==> src/rtl/spi_arbiter.sv <==
// spi_arbiter: two-client round-robin arbiter and transaction sequencer
// for the shared spi_master_2 byte engine. One transfer is outstanding
// at a time, and the received byte goes back to the client that owns it.
// Optional feature: define SPI_ARB_TIMEOUT_EN to compile in the WAIT
// watchdog. On expiry, err=1 and rdata is all-ones.
module spi_arbiter #(
    parameter int DW             = 8,
    parameter int TIMEOUT_CYCLES = 255
) (
    input  logic          clk,
    input  logic          rst_n,
    input  logic          req0,
    input  logic          req1,
    input  logic [DW-1:0] wdata0,
    input  logic [DW-1:0] wdata1,
    input  logic          slave0,
    input  logic          slave1,
    output logic          gnt0,
    output logic          gnt1,
    output logic          done0,
    output logic          done1,
    output logic [DW-1:0] rdata,
    output logic          err,
    input  logic          m_ready,
    output logic          m_start,
    output logic [DW-1:0] m_data,
    output logic          m_slave,
    input  logic          m_done,
    input  logic [DW-1:0] m_rx
);

    if (TIMEOUT_CYCLES < 1 || TIMEOUT_CYCLES > 65535) begin : g_bad_timeout
        $error("spi_arbiter: TIMEOUT_CYCLES out of range 1..65535");
    end

    typedef enum logic [1:0] {
        S_IDLE  = 2'd0,
        S_ISSUE = 2'd1,
        S_WAIT  = 2'd2,
        S_RESP  = 2'd3
    } state_t;

    state_t        r_state;
    state_t        w_next;
    logic          r_last;     // client granted most recently
    logic          r_owner;    // client that owns the transfer in flight
    logic [DW-1:0] r_m_data;
    logic          r_m_slave;
    logic [DW-1:0] r_rdata;
    logic          r_err;
    logic          w_grant;
    logic          w_pick;
    logic          w_timeout;

    // A lone requester wins. On a tie, the client that did not win last time wins.
    assign w_pick  = (req0 && req1) ? ~r_last : req1;
    assign w_grant = (r_state == S_IDLE) && m_ready && (req0 || req1);

`ifdef SPI_ARB_TIMEOUT_EN
    logic [15:0] r_cnt;

    // Watchdog counter: cleared in ISSUE (the cycle before WAIT), counts in WAIT
    always_ff @(posedge clk or negedge rst_n) begin
        if (!rst_n)
            r_cnt <= '0;
        else if (r_state == S_ISSUE)
            r_cnt <= '0;
        else if (r_state == S_WAIT)
            r_cnt <= r_cnt + 16'd1;
    end

    // Terminal count on the last WAIT cycle. A coincident m_done takes priority.
    assign w_timeout = (r_state == S_WAIT) && !m_done &&
                       (r_cnt == 16'(TIMEOUT_CYCLES - 1));
`else
    assign w_timeout = 1'b0;
`endif

    // State register
    always_ff @(posedge clk or negedge rst_n) begin
        if (!rst_n)
            r_state <= S_IDLE;
        else
            r_state <= w_next;
    end

    // Next-state logic
    always_comb begin
        w_next = r_state;
        case (r_state)
            S_IDLE:  if (w_grant) w_next = S_ISSUE;
            S_ISSUE: w_next = S_WAIT;
            S_WAIT:  if (m_done || w_timeout) w_next = S_RESP;
            S_RESP:  w_next = S_IDLE;
            default: w_next = S_IDLE;
        endcase
    end

    // Datapath: latch the winner's request on grant, and capture the response in WAIT
    always_ff @(posedge clk or negedge rst_n) begin
        if (!rst_n) begin
            r_last    <= 1'b1;
            r_owner   <= 1'b0;
            r_m_data  <= '0;
            r_m_slave <= 1'b0;
            r_rdata   <= '0;
            r_err     <= 1'b0;
        end else begin
            if (w_grant) begin
                r_last    <= w_pick;
                r_owner   <= w_pick;
                r_m_data  <= w_pick ? wdata1 : wdata0;
                r_m_slave <= w_pick ? slave1 : slave0;
            end
            if (r_state == S_WAIT) begin
                if (m_done) begin
                    r_rdata <= m_rx;
                    r_err   <= 1'b0;
                end else if (w_timeout) begin
                    r_rdata <= '1;
                    r_err   <= 1'b1;
                end
            end
        end
    end

    // Pulses decode straight from the state register, so an async reset clears them at once
    assign m_start = (r_state == S_ISSUE);
    assign gnt0    = (r_state == S_ISSUE) && !r_owner;
    assign gnt1    = (r_state == S_ISSUE) &&  r_owner;
    assign done0   = (r_state == S_RESP)  && !r_owner;
    assign done1   = (r_state == S_RESP)  &&  r_owner;
    assign m_data  = r_m_data;
    assign m_slave = r_m_slave;
    assign rdata   = r_rdata;
    assign err     = r_err;

endmodule

==> config.mk <==
export PLATFORM = sky130hd
export DESIGN_NAME = spi_arbiter
export DESIGN_NICKNAME = d
export VERILOG_FILES = /design/src/rtl/spi_arbiter.sv
export SDC_FILE = /design/constraint.sdc
export NUM_CORES = 1
export LEC_CHECK = 0
export BUFFER_PORTS_ARGS = -buffer_cell sky130_fd_sc_hd__buf_2
export CAP_MARGIN = 40
export CORE_UTILIZATION = 46
export DETAILED_ROUTE_END_ITERATION = 10
export GPL_ROUTABILITY_DRIVEN = 0
export HOLD_SLACK_MARGIN = 0.12
export PLACE_DENSITY = 0.81
export SLEW_MARGIN = 20
export SYNTH_ARGS = -nofsm -noshare
export SYNTH_HDL_FRONTEND = slang
export SYNTH_SLANG_ARGS = --single-unit
export TNS_END_PERCENT = 20
==> constraint.sdc <==
create_clock -name clk -period 3.1 [get_ports clk]
set_input_delay 0.31 -clock clk [delete_from_list [all_inputs] [get_ports clk]]
set_output_delay 0.31 -clock clk [all_outputs]
set_load 0.02 [all_outputs]
# After elaboration in Yosys (flattened, before gate mapping)
# Index checks and enable logic that the tools add are counted.
dict set report op_classes {
  n_eq_ne 5
  mux 6
  bitwise 1
  reduce_logical 12
}
# cell count
set ops {}
lappend ops {{$mux 8} 1}
lappend ops {{$pmux 2 s4} 1}
lappend ops {{$logic_and 1x1->1} 7}
lappend ops {{$eq 2x2->1 const B} 2}
lappend ops {{$mux 2} 2}
lappend ops {{$ne 2x2->1 const B} 2}
lappend ops {{$reduce_and 2->1} 2}
lappend ops {{$eq 2x1->1 const B} 1}
lappend ops {{$logic_not 2->1} 1}
lappend ops {{$mux 1} 2}
lappend ops {{$logic_not 1->1} 1}
lappend ops {{$logic_or 1x1->1} 1}
lappend ops {{$not 1->1} 1}
dict set report totals {
  ff_bits 21
  inputBits 32
  output_inout_bits 23
  word_cells 30
}

# Longest topological paths before layout
dict set report logic_depth {
  word_depth 5
  mapped_depth 6
  depth_no_buf 5
}

# Least setup slack after synthesis
# No wires, ideal clock.
dict set report synth_timing {
  path_kind {reg-to-output}
  from {register r_state[1]}
  to {output gnt0}
  arrival_ns 1.111
  required_time_ns 2.790
  slack_ns 1.679
  path_stages_with_launch 4
  path_buffers 0
  path_cell_list {dfrtp_1 inv_1 ha_1 nor2b_1}
}
dict set report synth_via {
  elab_chain_len 2
}
# item line_no
set synth_lines {}
lappend synth_lines {{start: declaration} 43} ;# state_t r_state;
lappend synth_lines {{start signal: assignment} 84} ;# r_state <= w_next;
lappend synth_lines {{$eq 2x1->1} -}
lappend synth_lines {{named net m_start} 25} ;# output logic m_start,
lappend synth_lines {{$logic_and 1x1->1} 129} ;# assign gnt0 = (r_state == S_ISSUE) && !r_owner;
lappend synth_lines {{end: declaration} 18} ;# output logic gnt0,
# The timed path passes the listed nets, and every way through them passes these cells.

# Final worst setup path
dict set report layout_timing {
  from {register r_state[1]}
  to {output gnt0}
}
dict set report layout_via {
  elab_chain_len 2
}
# item line_no
set layout_lines {}
lappend layout_lines {{$eq 2x1->1} 129}
lappend layout_lines {{$logic_and 1x1->1} 129}
# No other way between the ends.

==> reports/summary.txt <==
Outcome: finished, final reports clean
Core area: 2000 sq um
Routed len/inst: 12.4 microns
# diodes: 0
Crit Path Category: flop to output port
Clk_skew: 0.000758 ns
Via count: 809
Final instance area: 1300 sq um
Die W: 48.5 microns
Worst vdd ir: 0.495 mV
Syn Std Cell Area: 996 sq um
Top cell type by total area after synthesis: dfrtp_1
Synthesized instance count: 83
Die Y: 48.5 microns
Clk buf depth: 2
Yosys cell types: 21
Warnings from Yosys: 0
Total grt overflow: 0
Critical path endpoint category: output port
First-pass GRT wire length: 3350 microns
Placed cell area: 1260 sq um
Number of synthesized flops with an enable pin: 0
Setup repair after global routing missed its margin: no
Initial Util: 49.7%
Layout cells sized above 1: 50.0%
LEAKAGE: 0.718 nW
Vias in the first global route: 793
# IOs: 55
Xor and xnor fraction of the mapped netlist area: 0%
Min setup slack post-route: 1.52 ns
HPWL after detailed placement: 1540 microns
DRC Markers: 0
Most frequent cell after synthesis: dfrtp_1
Crit path DAT: 1.27 ns
Seq/Total Area, Yosys: 52.9%
First-pass detailed-route iteration total: 4
Largest net degree at the start of global routing: 22
Nets: 175
Setup violations, final: 0
Largest cells by area after synthesis: dfrtp_1 50%, mux2_2 10%, mux2i_1 9.0%
Synth Area in Adders: 5.03%
Final WL: 2050 microns
Avg Cell Area, Syn: 12.0 sq um
Seq cells post-synth: 21
Initial antenna violation count: 0
Post-synthesis compound-gate area fraction: 11.1%
Largest family of logic cells by synthesized area: multiplexers
TritonCTS clock tree: done
Min cycle time layout: 1.58 ns
Post-Synth Simple-Gate Area: 7.66%
Reg clk slew, reported paths: 0.11 ns
Post-layout util: 65.1%
PortBufs: 53
Fin crit share: 50.9%
Rows: 16
Worst slew pin tran: 0.726 ns
FMAX: 0.634 GHz
Synth cell count leaders: 20 x dfrtp_1, 12 x nand2_1, 9 x mux2_2, 9 x mux2i_1, 9 x o21ai_1
Reg-to-reg setup timing slack: 1.57 ns
Slew Limit Fails: 0
Dominant synthesized flop cell: dfrtp_1
Post-synth top area share: 50.3%
Clock latency on the worst-skew pair: 0.30 ns
Post-DR vias/cell: 4.90
Drt initial violations: 6
Number of buffers created by CTS: 3
Root buffer cell: clkbuf_4
HP Class: input port to flop
Worst Path Max Fanout: 4
Power Dens Cells: 953 nW/um^2
Slew HR: 51.5%
Final ANT Viol Nets: 0
H-tree depth: 1
Die ar.: 2360 sq um
CTS Sinks: 21
Overall routing resource usage: 18.9%
Req. time, crit path: 2.79 ns
Mux contribution to synthesized area: 19.2%
Dpl ws: 1.57 ns
MaxCap Viol Count: 0
Fin Setup TNS: 0 ns
Syn Nets: 119
Startpoint Class: flop
Fin. Hold Viols: 0
P&R area growth vs syn: 30.8%
Async SR Flop Fraction: 100%
-- power by group --
group	internal, mW	total, mW	switching (mW)
logic	0.260	0.625	0.365
clock network	0.0481	0.128	0.0804
registers	0.412	0.488	0.0753
total	0.720	1.24	0.521
-- cell type report --
cell class | instances | area [sq um]
fill | 170 | 699
sequential | 21 | 527
multi-input combinational | 57 | 432
timing repair buffer | 54 | 275
tap | 27 | 33.8
clock buffer | 3 | 22.5
inverter | 2 | 7.51
clock inverter | 1 | 5.00
-- registers in the layout, summed over array words and instances, names as in the netlist --
register  cells
r_last        1
m_slave       1
r_owner       1
r_state       2
m_data        8
rdata         8
-- cells by family after synthesis --
logic type	after synthesis
AND/OR/NAND/NOR	17
buffers and inverters	5
other	1
adder cells (fa/ha/maj)	4
flip-flops	21
multiplexers	18
AO/OA/AOI/OAI	17
-- through the flow --
stage / hold WS (ns) / cells / total power [mW]
2_1_floorplan: 0.0144 / 83 / 0.926
3_3_place_gp: 0.282 / 160 / 1.09
3_5_place_dp: 0.290 / 160 / 1.12
4_1_cts: 0.224 / 165 / 1.26
5_1_grt: 0.213 / 165 / 1.32
6_report: 0.235 / 165 / 1.24
-- critical path: stages (launching register included) --
cell and delay, ns:
dfrtp_1 0.43, inv_1 0.09, ha_1 0.17, nor2b_1 0.12
buf_2 0.16
-- timing repair --
action | CTS | global route
gates resized for setup | 0 | 0
endpoints found under the hold margin | 20 | 0
setup buffers | 0 | 0
hold buffers | 1 | 0
-- per-layer routing --
layer  global-route usage [%]  part of all wire [%]  wire (microns)  vias up
li1                         -                     -               -      395
met1                     19.8                    40             811      379
met2                     33.8                    53            1090       29
met3                     3.14                   4.6              95        6
met4                     13.7                   2.8              57        0
met5                        0                     0               0        -
-- layout by cell type, fill, tap and decap left out, drive strengths merged --
cell	n
and2	2
nand2	12
ha	4
conb	1
o22a	1
inv	2
mux2	9
a21bo	1
dlygate4sd3	1
mux2i	9
dfstp	1
o211ai	1
o21ai	11
dfrtp	20
a41oi	1
a31oi	1
nor2b	3
buf	53
clkbuf	3
a21oi	1
clkinv	1
-- path summary, 6_finish.rpt --
path | start | endpoint | depth (start not counted)
worst min register to register | m_data[0] | m_data[0] | 2
min in group asynchronous | rst_n | m_data[5] | 2
worst min-delay path | m_rx[7] | rdata[7] | 2
worst max-delay path | r_state[1] | gnt0 | 4
worst max register to register | r_state[0] | m_data[2] | 5
max in group asynchronous | rst_n | r_last | 2
Note: power is estimated with default switching activity, not from simulation.
